File: config.mk
export PLATFORM = sky130hd
export DESIGN_NAME = shift_reg_n
export DESIGN_NICKNAME = d
export VERILOG_FILES = /design/src/rtl/shift_pkg.sv /design/src/rtl/hex_to_seg7.sv /design/src/rtl/shift_reg_n.sv
export SDC_FILE = /design/constraint.sdc
export NUM_CORES = 1
export LEC_CHECK = 0
export BUFFER_PORTS_ARGS = -buffer_cell sky130_fd_sc_hd__buf_2
export CORE_MARGIN = 2
export CORE_UTILIZATION = 61
export CTS_CLUSTER_SIZE = 14
export DETAILED_ROUTE_END_ITERATION = 8
export PLACE_DENSITY = 0.8
export SYNTH_ARGS = -nofsm -noshare
export SYNTH_HDL_FRONTEND = slang
export SYNTH_SLANG_ARGS = --single-unit
File: constraint.sdc
create_clock -name clk -period 6.7 [get_ports clk]
set_input_delay 0.67 -clock clk [delete_from_list [all_inputs] [get_ports clk]]
set_output_delay 0.67 -clock clk [all_outputs]
set_load 0.05 [all_outputs]
File: src/rtl/shift_pkg.sv
// rtl/shift_pkg.sv - op codes, segment patterns and next-state function for shift_reg_n
package shift_pkg;

    // Widest register the next-state function handles; callers pass the real width.
    localparam int MAXW = 64;

    localparam logic [2:0] OP_CLR  = 3'd0;
    localparam logic [2:0] OP_LOAD = 3'd1;
    localparam logic [2:0] OP_LSR  = 3'd2;
    localparam logic [2:0] OP_LSL  = 3'd3;
    localparam logic [2:0] OP_ASR  = 3'd4;
    localparam logic [2:0] OP_LFSR = 3'd5;
    localparam logic [2:0] OP_ROR  = 3'd6;
    localparam logic [2:0] OP_ROL  = 3'd7;

    // Active-low segment patterns, bit order gfedcba.
    localparam logic [6:0] SEG_0 = 7'b1000000;
    localparam logic [6:0] SEG_1 = 7'b1111001;
    localparam logic [6:0] SEG_2 = 7'b0100100;
    localparam logic [6:0] SEG_3 = 7'b0110000;
    localparam logic [6:0] SEG_4 = 7'b0011001;
    localparam logic [6:0] SEG_5 = 7'b0010010;
    localparam logic [6:0] SEG_6 = 7'b0000010;
    localparam logic [6:0] SEG_7 = 7'b1111000;
    localparam logic [6:0] SEG_8 = 7'b0000000;
    localparam logic [6:0] SEG_9 = 7'b0010000;
    localparam logic [6:0] SEG_A = 7'b0001000;
    localparam logic [6:0] SEG_B = 7'b0000011;
    localparam logic [6:0] SEG_C = 7'b1000110;
    localparam logic [6:0] SEG_D = 7'b0100001;
    localparam logic [6:0] SEG_E = 7'b0000110;
    localparam logic [6:0] SEG_F = 7'b0001110;

    // Next register value for one advance; operands are zero-extended to MAXW
    // and the result is masked back to the live width.
    function automatic logic [MAXW-1:0] next_q(
        input logic [2:0]      op,
        input logic [MAXW-1:0] q,
        input logic [MAXW-1:0] data_in,
        input int              amt,
        input logic            sin,
        input int              width,
        input logic [MAXW-1:0] taps
    );
        logic [MAXW-1:0] mask;
        logic [MAXW-1:0] fill_hi;
        logic [MAXW-1:0] fill_lo;
        logic [MAXW-1:0] r;
        logic            msb;
        logic            fb;
        mask    = (width >= MAXW) ? '1 : ((MAXW'(1) << width) - MAXW'(1));
        fill_hi = mask & ~(mask >> amt);
        fill_lo = (MAXW'(1) << amt) - MAXW'(1);
        msb     = |(q & (MAXW'(1) << (width - 1)));
        // Zero-escape term lets the all-zero state join the maximal cycle.
        fb      = (^(q & taps)) ^ ((q >> 1) == '0);
        case (op)
            OP_CLR:  r = '0;
            OP_LOAD: r = data_in;
            OP_LSR:  r = (q >> amt) | (sin ? fill_hi : '0);
            OP_LSL:  r = (q << amt) | (sin ? fill_lo : '0);
            OP_ASR:  r = (q >> amt) | (msb ? fill_hi : '0);
            OP_LFSR: r = (q >> 1) | (MAXW'(fb) << (width - 1));
            OP_ROR:  r = (q >> amt) | (q << (width - amt));
            default: r = (q << amt) | (q >> (width - amt));
        endcase
        return r & mask;
    endfunction

endpackage

File: src/rtl/hex_to_seg7.sv
// rtl/hex_to_seg7.sv - combinational hex nibble to active-low 7-segment decoder
module hex_to_seg7
    import shift_pkg::*;
(
    input  logic [3:0] hex,
    output logic [6:0] seg
);

    // Fixed lookup of all sixteen hex glyphs.
    always_comb begin
        seg = SEG_0;
        case (hex)
            4'h0: seg = SEG_0;
            4'h1: seg = SEG_1;
            4'h2: seg = SEG_2;
            4'h3: seg = SEG_3;
            4'h4: seg = SEG_4;
            4'h5: seg = SEG_5;
            4'h6: seg = SEG_6;
            4'h7: seg = SEG_7;
            4'h8: seg = SEG_8;
            4'h9: seg = SEG_9;
            4'hA: seg = SEG_A;
            4'hB: seg = SEG_B;
            4'hC: seg = SEG_C;
            4'hD: seg = SEG_D;
            4'hE: seg = SEG_E;
            4'hF: seg = SEG_F;
        endcase
    end

endmodule

File: src/rtl/shift_reg_n.sv
// rtl/shift_reg_n.sv - universal shift register with LFSR step, prescaled auto-run and hex display
module shift_reg_n
    import shift_pkg::*;
#(
    parameter int               WIDTH     = 16,
    parameter logic [WIDTH-1:0] LFSR_TAPS = 16'h002D,
    parameter int               DIV       = 50_000_000,
    localparam int              AW        = $clog2(WIDTH)
) (
    input  logic                     clk,
    input  logic                     rst_n,
    input  logic                     en,
    input  logic [2:0]               op,
    input  logic [AW-1:0]            amt,
    input  logic                     sin,
    input  logic [WIDTH-1:0]         data_in,
    input  logic                     step,
    input  logic                     run,
    output logic [WIDTH-1:0]         q,
    output logic [7*(WIDTH/4)-1:0]   seg
);

    localparam int            NDIG = WIDTH / 4;
    localparam int            CW   = (DIV > 1) ? $clog2(DIV) : 1;
    localparam logic [CW-1:0] LAST = CW'(DIV - 1);

    logic [CW-1:0]      cnt;
    logic               tick;
    logic               step_d;
    logic               step_rise;
    logic               advance;
    logic [WIDTH-1:0]   q_next;
    logic [7*NDIG-1:0]  seg_next;

    assign tick      = (cnt == LAST);
    assign step_rise = step & ~step_d;
    // A step edge and a tick in the same cycle merge into a single advance.
    assign advance   = en & (step_rise | (run & tick));
    assign q_next    = WIDTH'(next_q(op, MAXW'(q), MAXW'(data_in), int'(amt), sin,
                                     WIDTH, MAXW'(LFSR_TAPS)));

    // Prescaler: counts only while enabled and running, wraps on tick.
    always_ff @(posedge clk or negedge rst_n) begin
        if (!rst_n) begin
            cnt <= '0;
        end else if (!en || !run || tick) begin
            cnt <= '0;
        end else begin
            cnt <= cnt + CW'(1);
        end
    end

    // Step history tracks the input every cycle so en never masks an edge later.
    always_ff @(posedge clk or negedge rst_n) begin
        if (!rst_n) begin
            step_d <= 1'b0;
        end else begin
            step_d <= step;
        end
    end

    // Register value: cleared while disabled, updated only on an advance.
    always_ff @(posedge clk or negedge rst_n) begin
        if (!rst_n) begin
            q <= '0;
        end else if (!en) begin
            q <= '0;
        end else if (advance) begin
            q <= q_next;
        end
    end

    for (genvar k = 0; k < NDIG; k++) begin : g_dig
        hex_to_seg7 u_dec (
            .hex (q[4*k +: 4]),
            .seg (seg_next[7*k +: 7])
        );
    end

    // Display register, one clock behind q.
    always_ff @(posedge clk or negedge rst_n) begin
        if (!rst_n) begin
            seg <= {NDIG{SEG_0}};
        end else begin
            seg <= seg_next;
        end
    end

endmodule

==> results by group, run 1 <==
STA
  • Clock Skews: 10.1 ps
  • Final setup TNS: 0 ps
  • RSZ-0062 raised after global routing: no
  • Tmin final: 4190 ps
  • Tcrit/Tclk final: 62.5%
  • # setup viols final: 0
  • Fin. max-slew vios: 0
  • Slew margin rel.: 22.2%
  • Final hold vios: 0
  • Max Fclk: 239 MHz
  • Tightest Pin Transition: 1170 ps

Yosys
  • Post-synth EDFFs: 0
  • Post-synthesis cell type count: 80
  • Syn_nets: 973
  • Synth Flop Type: dfrtp_1
  • Yosys warnings: 0
  • Yosys reg bits: 71
  • Mapped Cells: 910
  • Synth Cell Area: 7680 um^2
  • Synthesized area per cell: 8.44 um^2
  • Fraction of registers with async set/reset: 100%
  • Seq/Total Area, Yosys: 23.2%

Layout
  • NumNets Final: 972
  • Layout fillers: 1,116
  • N_diodes: 0
  • Area Overhead vs Synth: 7.18%
  • Share of cells above drive strength 1: 19.9%
  • Most common cell after layout, fill and taps aside: nand2_1
  • Multi-input logic area: 5370 um^2
  • Storage cell area: 1780 um^2
  • Most frequent cells in the layout: 80 x nand2_1, 79 x nor2_1, 71 x buf_2, 67 x dfrtp_1, 63 x mux2i_1

Global route
  • First-pass GRT wire length: 40.6 mm
  • Vias in the first global route: 7,042
  • Initial antenna violation count: 0
  • GR Overflow Total: 0
  • Largest net degree at the start of global routing: 72
  • GRT Resource Usage Total: 39.9%

Setup path
  • Worst r2r src: q[12]$_DFFE_PN0P_
  • CP Data Required Time: 6950 ps
  • Crit. End Element: flip-flop
  • CP max FO: 37
  • CP max stage delay: 770 ps
  • Reg2reg path depth: 6
  • Startpoint Class: input pin
  • CP top delay family: buffers and inverters
  • Cell repeated most along the worst path: ha_1
  • Crit-path slowest cell: clkinv_1
  • Arrival time worst endpoint: 4440 ps
  • Worst Setup Path Type: input pin to flip-flop
  • Cell Chain, Critical Path: buf_2 > inv_2 > ha_1 > ha_1 > clkinv_1 > mux4_2 > o2bb2ai_1 > a22oi_1 > o31ai_1
  • CP Buf/Inv Count: 3
  • Setup crit start: amt[0]
  • Levels on crit path: 9

Drt
  • # DRC: 0
  • Via-per-instance ratio: 7.06
  • Total number of vias: 7,669
  • Final WL: 26.4 mm
  • DRT antenna net count: 0
  • Drt first pass iters: 6
  • Drt wl/cell: 24.3 um
  • Starting DRT DRC Count: 877

Clocking
  • Hold buffers post-CTS: 0
  • CTS max path bufs: 2
  • H-tree levels: 3
  • Clk pin slew, worst setup/hold paths: 70 ps
  • Clock Sinks: 71
  • CTS resizes: 0
  • CTS tree: done
  • Worst-skew pair later-pin latency: 350 ps
  • Setup bufs post-CTS: 0
  • Num CTS Buffers: 9
  • Root Driver: clkbuf_16

Die
  • Initial core utilization: 61.6%
  • Die width: 116 um
  • Top Ports: 73
  • DIE HEIGHT: 116 um
  • Die outline area: 13,500 um^2
  • Core area: 12,500 um^2
  • Rows: 41

Pwr
  • Leakage power: 3.42 nW
  • Power density cells: 181 nW/um^2
  • Worst vdd ir: 0.0000985 V
  • Final Total Pwr: 0.00149 W

Job
  • Maxcap violations: 0

Status
  • Outcome: completed

Min path
  • Hold Crit Class: input pin to async pin

Place
  • IO buf count: 72
  • RD Place Congestion: 1.06
  • Post-DP HPWL: 18.0 mm
-- worst paths after layout --
check / endpoint / slack (ps)
setup reg to reg: q[4]$_DFFE_PN0P_ / 3860
hold / removal: cnt[3]$_DFF_PN0_ / 450
hold reg to reg: cnt[0]$_DFF_PN0_ / 520
max in group asynchronous: seg[18]$_DFF_PN0_ / 5650
setup / recovery: q[7]$_DFFE_PN0P_ / 2510
min in group clk: step_d$_DFF_PN0_ / 450
-- cells in the mapped netlist (all sizes together) (6+ instances only) --
cell,n,area [um^2]
nand2,81,307
nor2,79,297
dfrtp,67,1680
o21ai,65,325
mux2i,63,631
clkbuf,56,210
a21oi,50,254
buf,41,239
ha,34,425
mux4,31,698
nand3,31,155
mux2,27,304
inv,22,82.6
nor2b,20,125
xnor2,17,149
xor2,15,131
nor3,13,65.1
o221ai,12,105
nor4,11,90.1
and3,10,62.6
nand4,10,62.6
a221oi,9,78.8
o22ai,9,56.3
a211oi,8,60.1
a31oi,8,50.1
o211ai,8,65.1
o21a,8,60.1
o31ai,8,65.1
and2,7,43.8
nand2b,7,43.8
nand3b,7,52.6
or2,7,43.8
a22o,6,52.6
-- cell families after synthesis --
family | Yosys count | synth area share (%)
buffers and inverters | 120 | 6.97
flip-flops | 71 | 23.2
multiplexers | 121 | 21.2
adder cells (fa/ha/maj) | 34 | 5.54
XOR/XNOR | 32 | 3.65
AO/OA/AOI/OAI | 235 | 20.4
AND/OR/NAND/NOR | 297 | 19.0
-- layout make-up --
| class | instances | area share, % |
|---|---|---|
| multi-input combinational | 719 | 65.2 |
| sequential | 71 | 21.6 |
| timing repair buffer | 85 | 5.59 |
| clock buffer | 9 | 2.73 |
| tap | 172 | 2.61 |
| clock inverter | 7 | 1.22 |
| inverter | 23 | 1.05 |
-- worst register-to-register path, delay by kind of cell (launching register included) --
kind / cells / cell delay [ps]
flops: 1 / 750
mux: 3 / 1080
compound gates: 3 / 890
-- power breakdown --
group	internal (W)	switching [W]	total [W]
registers	0.000451	0.0000312	0.000482
clock network	0.000330	0.000206	0.000536
logic	0.000154	0.000316	0.000470
-- metrics by stage --
stage / setup slack, ps / util [%] / instance area (um^2) / cells / hold WS (ps)
CTS: 2580 / 66.1 / 8240 / 1086 / 447
global placement: 2280 / 63.5 / 7910 / 1070 / 497
floorplan: 3100 / - / 7680 / 910 / 374
finish: 2510 / 66.1 / 8240 / 1086 / 450
global route: 2290 / 66.1 / 8240 / 1086 / 454
detailed placement: 2220 / 63.5 / 7910 / 1070 / 509
-- registers in the layout, indices dropped and copies added (netlist names) --
signal	flops
seg	28
cnt	26
step_d	1
q	16
-- per-layer routing --
layer / part of all wire (%) / vias up / global-route usage [%]
li1: - / 3354 / -
met1: 40 / 3655 / 55.7
met2: 44 / 550 / 59.9
met3: 11 / 110 / 8.51
met4: 4.7 / 0 / 17.4
met5: 0 / - / 0
(Power assumes the default switching activity.)
==> run 2, diff against run 1 <==
- clock period: 6.7 -> 3.9 ns (I/O delays scaled with it)
==> run 2 against run 1 <==
  * Non-clock buffer count rose by 12
  * Wire length down 6.2%
  * Final cell count is 1.1% higher
  * Combinational power increased by 70%
  * Sequential share of layout area shrank 0.25 points
  * Clock skew is 1.5 ps higher
  * Count of clock-buffer cells in the layout did not move
  * Global-route usage is 3.0 points lower
  * Via count is the same
  * Register-to-register slack got worse by 2800 ps
  * Hold slack worse by 280 ps
  * Total power up 72%
==> results by group, run 2 (same netlist as run 1, synthesis figures left out) <==
Drt
  • # DRC: 0
  • Total number of vias: 7,669
  • DRT antenna net count: 0
  • Via-per-instance ratio: 6.98
  • Drt wl/cell: 22.6 um
  • Starting DRT DRC Count: 1,582
  • Final WL: 24.8 mm
  • Drt first pass iters: 8

Setup path
  • Crit-path slowest cell: a2111oi_0
  • CP top delay family: buffers and inverters
  • Startpoint Class: input pin
  • CP max stage delay: 840 ps
  • Worst Setup Path Type: input pin to flip-flop
  • R2r setup slk: 1090 ps
  • Crit. End Element: flip-flop
  • Worst setup endpoint: q[9]$_DFFE_PN0P_
  • Worst r2r src: q[7]$_DFFE_PN0P_
  • CP max FO: 20
  • Cell Chain, Critical Path: buf_2 > inv_1 > buf_4 > ha_1 > clkinv_1 > mux2i_1 > a2111oi_0 > o21ai_1
  • CP Buf/Inv Count: 4
  • CP Data Required Time: 4100 ps
  • Setup crit start: amt[2]
  • Reg2reg path depth: 5
  • Levels on crit path: 8
  • Worst r2r dst: q[9]$_DFFE_PN0P_
  • Arrival time worst endpoint: 3150 ps

Place
  • Post-DP HPWL: 16.9 mm
  • RD Place Congestion: 1.15
  • IO buf count: 72
  • Place WS: 763 ps

STA
  • Tcrit/Tclk final: 75.7%
  • Slew margin rel.: 24.5%
  • Final hold vios: 0
  • Tmin final: 2950 ps
  • Setup WS post-layout: 947 ps
  • # setup viols final: 0
  • RSZ-0062 raised after global routing: no
  • Clock Skews: 11.6 ps
  • Final setup TNS: 0 ps
  • Max Fclk: 339 MHz
  • Tightest Pin Transition: 1130 ps
  • Fin. max-slew vios: 0

Layout
  • N_diodes: 0
  • Share of cells above drive strength 1: 21.0%
  • Final Util: 66.8%
  • Multi-input logic area: 5370 um^2
  • Layout fillers: 1,024
  • Most frequent cells in the layout: 80 x nand2_1, 79 x nor2_1, 71 x buf_2, 67 x dfrtp_1, 63 x mux2i_1
  • Most common cell after layout, fill and taps aside: nand2_1
  • Top Registers: seg: 28 flops, cnt: 26 flops, q: 16 flops
  • Largest register FFs: 28
  • Storage cell area: 1780 um^2
  • NumNets Final: 984
  • Top reg by flops: seg
  • Area Overhead vs Synth: 8.42%

Die
  • Top Ports: 73
  • Core area: 12,500 um^2
  • Initial core utilization: 61.6%
  • Rows: 41
  • DIE HEIGHT: 116 um
  • Die width: 116 um
  • Die outline area: 13,500 um^2

Global route
  • Initial antenna violation count: 0
  • Largest net degree at the start of global routing: 72
  • GRT Resource Usage Total: 36.9%
  • First-pass GRT wire length: 38.4 mm
  • Vias in the first global route: 7,013
  • GR Overflow Total: 0

Clocking
  • CTS resizes: 0
  • Root Driver: clkbuf_16
  • Hold buffers post-CTS: 0
  • CTS max path bufs: 2
  • Num CTS Buffers: 9
  • Clock Sinks: 71
  • CTS tree: done
  • Worst-skew pair later-pin latency: 340 ps
  • Setup bufs post-CTS: 0
  • Clk pin slew, worst setup/hold paths: 70 ps
  • H-tree levels: 3

Job
  • Maxcap violations: 0

Pwr
  • Leakage power: 3.48 nW
  • Worst vdd ir: 0.000213 V
  • Power density cells: 308 nW/um^2

Status
  • Outcome: completed

Min path
  • Hold Crit Class: input pin to async pin
-- run 2: cell types whose count changed in the layout (fill, tap and decap cells not counted) --
cell and delta:
clkinv_4 +1, clkinv_2 -1, clkinvlp_4 +1, inv_8 +1, buf_4 +12, inv_6 -2
-- run 2: per-stage QoR --
stage	cells	total power [W]	hold WS, ps	area [um^2]
2_1_floorplan	910	0.00141	94.4	7680
3_3_place_gp	1082	0.00161	498	8000
3_5_place_dp	1082	0.00161	510	8000
4_1_cts	1098	0.00253	169	8330
5_1_grt	1098	0.00264	176	8330
6_report	1098	0.00256	171	8330
-- run 2: area by class of cell --
class	count	share of cell area, %
inverters	23	1.04
clock inverters	7	1.26
multi-input cells	719	64.4
repair buffers	97	6.61
well taps	172	2.58
clock buffers	9	2.70
flip-flops and latches	71	21.4
-- run 2: report_power, final --
| group | switching [W] | total, W | internal [W] |
|---|---|---|---|
| Sequential | 0.0000554 | 0.000829 | 0.000774 |
| Clock | 0.000364 | 0.000934 | 0.000570 |
| Combinational | 0.000526 | 0.000799 | 0.000273 |
| Total | 0.000946 | 0.00256 | 0.00162 |
-- run 2: how the worst min path moves through the flow --
stage | startpoint | end | slack (ps) | cells after the start
6_report | rst_n | cnt[4]$_DFF_PN0_ | 170 | 1
5_1_grt | step | step_d$_DFF_PN0_ | 180 | 1
4_1_cts | step | step_d$_DFF_PN0_ | 170 | 1
3_5_place_dp | cnt[0]$_DFF_PN0_ | cnt[0]$_DFF_PN0_ | 510 | 1
3_3_place_gp | cnt[0]$_DFF_PN0_ | cnt[0]$_DFF_PN0_ | 500 | 1
2_1_floorplan | rst_n | cnt[0]$_DFF_PN0_ | 90 | 0
-- run 2: routing by layer --
metal	vias up	global-route usage [%]	share of wire (%)
met5	-	0	0
met4	0	18.1	5.4
met3	141	8.46	13
met2	624	57.1	44
met1	3534	48.8	37
li1	3370	-	-
-- run 2: worst register-to-register path: cells and delay by family (launching register included) --
kind               cells  cell delay (ps)
muxes                  1              650
and+or+nand+nor        1              100
AOI/OAI and AO/OA      3             1120
DFF                    1              800
==> run 3, diff against run 2 <==
- clock period: 3.9 -> 3 ns (I/O delays scaled with it)
==> run 3 against run 2 <==
  * Global-route usage increased by 1.3 points
  * First-iteration DRC count shrank 24%
  * Sequential power increased by 29%
  * Via count grew 1.8%
  * Core utilization up 1.8 points
  * Clock skew decreased by 5.2 ps
  * Hold slack lost 88 ps
  * Largest power group unchanged
  * Highest routed layer unchanged
==> results by group, run 3 (same netlist as run 1, synthesis figures left out) <==
Global route
  • First-pass GRT wire length: 39.5 mm
  • Initial antenna violation count: 0
  • Largest net degree at the start of global routing: 62
  • Vias in the first global route: 7,280
  • GR Overflow Total: 0
  • GRT Resource Usage Total: 38.1%

Pwr
  • Sw Ratio: 36.2%
  • Combinational power share: 32.6%
  • Clock share of power: 35.7%
  • Power density cells: 393 nW/um^2
  • Leakage power: 3.63 nW
  • Internal power: 0.00214 W
  • Sw power: 0.00122 W
  • Sequential fraction of design power: 31.8%
  • Worst vdd ir: 0.000260 V

Setup path
  • CP max FO: 17
  • CP Data Required Time: 3230 ps
  • Cell Chain, Critical Path: inv_1 > a21oi_1 > o21ai_0 > nand4_1 > or3_1 > a32o_1
  • Crit. End Element: flip-flop
  • CP max stage delay: 660 ps
  • Crit-path slowest cell: dfrtp_1
  • Arrival time worst endpoint: 2880 ps
  • Worst Setup Path Type: flip-flop to flip-flop
  • Startpoint Class: flip-flop

STA
  • Tightest Pin Transition: 1050 ps
  • Slew margin rel.: 30.3%
  • RSZ-0062 raised after global routing: no
  • # setup viols final: 0
  • Max Fclk: 378 MHz
  • Final setup TNS: 0 ps
  • Final hold vios: 0
  • Fin. max-slew vios: 0
  • Tmin final: 2640 ps
  • Clock Skews: 6.36 ps
  • Tcrit/Tclk final: 88.1%

Die
  • Die width: 116 um
  • Die outline area: 13,500 um^2
  • Top Ports: 73
  • Rows: 41
  • DIE HEIGHT: 116 um
  • Initial core utilization: 61.6%
  • Core area: 12,500 um^2

Drt
  • # DRC: 0
  • DRT antenna net count: 0
  • Total number of vias: 7,804
  • Final WL: 25.7 mm
  • Drt first pass iters: 9
  • Drt wl/cell: 22.8 um
  • Starting DRT DRC Count: 1,200
  • Via-per-instance ratio: 6.93

Layout
  • N_diodes: 0
  • Area Overhead vs Synth: 11.4%
  • Top Registers: seg: 28 flops, cnt: 26 flops, q: 16 flops
  • NumNets Final: 1,012
  • Top reg by flops: seg
  • Final Util: 68.7%
  • Most frequent cells in the layout: 80 x nand2_1, 79 x nor2_1, 72 x buf_2, 67 x dfrtp_1, 63 x mux2i_1
  • Most common cell after layout, fill and taps aside: nand2_1
  • Largest register FFs: 28
  • Share of cells above drive strength 1: 23.5%

Clocking
  • Hold buffers post-CTS: 0
  • H-tree levels: 3
  • Clk pin slew, worst setup/hold paths: 60 ps
  • CTS max path bufs: 2
  • CTS resizes: 0
  • Clock Sinks: 71
  • Setup bufs post-CTS: 0
  • Worst-skew pair later-pin latency: 350 ps
  • Root Driver: clkbuf_16
  • Num CTS Buffers: 9
  • CTS tree: done

Min path
  • Hold Crit Class: input pin to flip-flop

Place
  • Post-DP HPWL: 18.3 mm
  • RD Place Congestion: 1.13
  • IO buf count: 72

Job
  • Maxcap violations: 0

Status
  • Outcome: completed
## run 3: worst max-delay path: cells and delay by family, from the launching register on
kind,cells,cell delay (ps)
compound gates,3,810
simple gates,2,720
flops,1,660
buf+inv,1,320
## run 3: layer usage
layer	vias up	GRT usage, %	routed length [um]
met2	546	59.2	11300
met4	0	18.6	1540
li1	3428	-	-
met1	3682	48.7	9690
met3	148	11.5	3120
met5	-	0	0
## run 3: area by class of cell
cell class,instances,area (um^2)
fill,1009,3910
clock inverter,6,90.1
sequential,71,1780
multi-input combinational,719,5380
inverter,23,86.3
clock buffer,10,239
tap,172,215
timing repair buffer,125,771
## run 3: metrics by stage
stage | setup slack, ps | hold slack (ps) | cell area, um^2 | power, W | instances
2_1_floorplan | 22.1 | 4.41 | 7700 | 0.00183 | 910
3_3_place_gp | 180 | 425 | 8230 | 0.00213 | 1110
3_5_place_dp | 178 | 432 | 8230 | 0.00214 | 1110
4_1_cts | 516 | 84.3 | 8560 | 0.00332 | 1126
5_1_grt | 308 | 81.1 | 8560 | 0.00347 | 1126
6_report | 356 | 83.2 | 8560 | 0.00336 | 1126
## run 3: worst paths after layout
path | depth (start not counted) | start | slack (ps) | endpoint
min in group asynchronous | 1 | rst_n | 120 | cnt[4]$_DFF_PN0_
worst min register to register | 1 | cnt[0]$_DFF_PN0_ | 530 | cnt[0]$_DFF_PN0_
worst max register to register | 6 | q[12]$_DFFE_PN0P_ | 360 | q[11]$_DFFE_PN0P_
max in group asynchronous | 2 | rst_n | 2050 | seg[20]$_DFF_PN1_
worst max-delay path | 6 | q[12]$_DFFE_PN0P_ | 360 | q[11]$_DFFE_PN0P_
worst min-delay path | 1 | step | 80 | step_d$_DFF_PN0_
## run 3: power by group through the flow
| stage | registers [W] | clock network (W) | logic [W] |
|---|---|---|---|
| floorplan | 0.00121 | 0 | 0.000625 |
| global placement | 0.00108 | 0 | 0.00105 |
| detailed placement | 0.00108 | 0 | 0.00106 |
| CTS | 0.00106 | 0.00119 | 0.00106 |
| global route | 0.00107 | 0.00124 | 0.00115 |
| finish | 0.00107 | 0.00120 | 0.00109 |
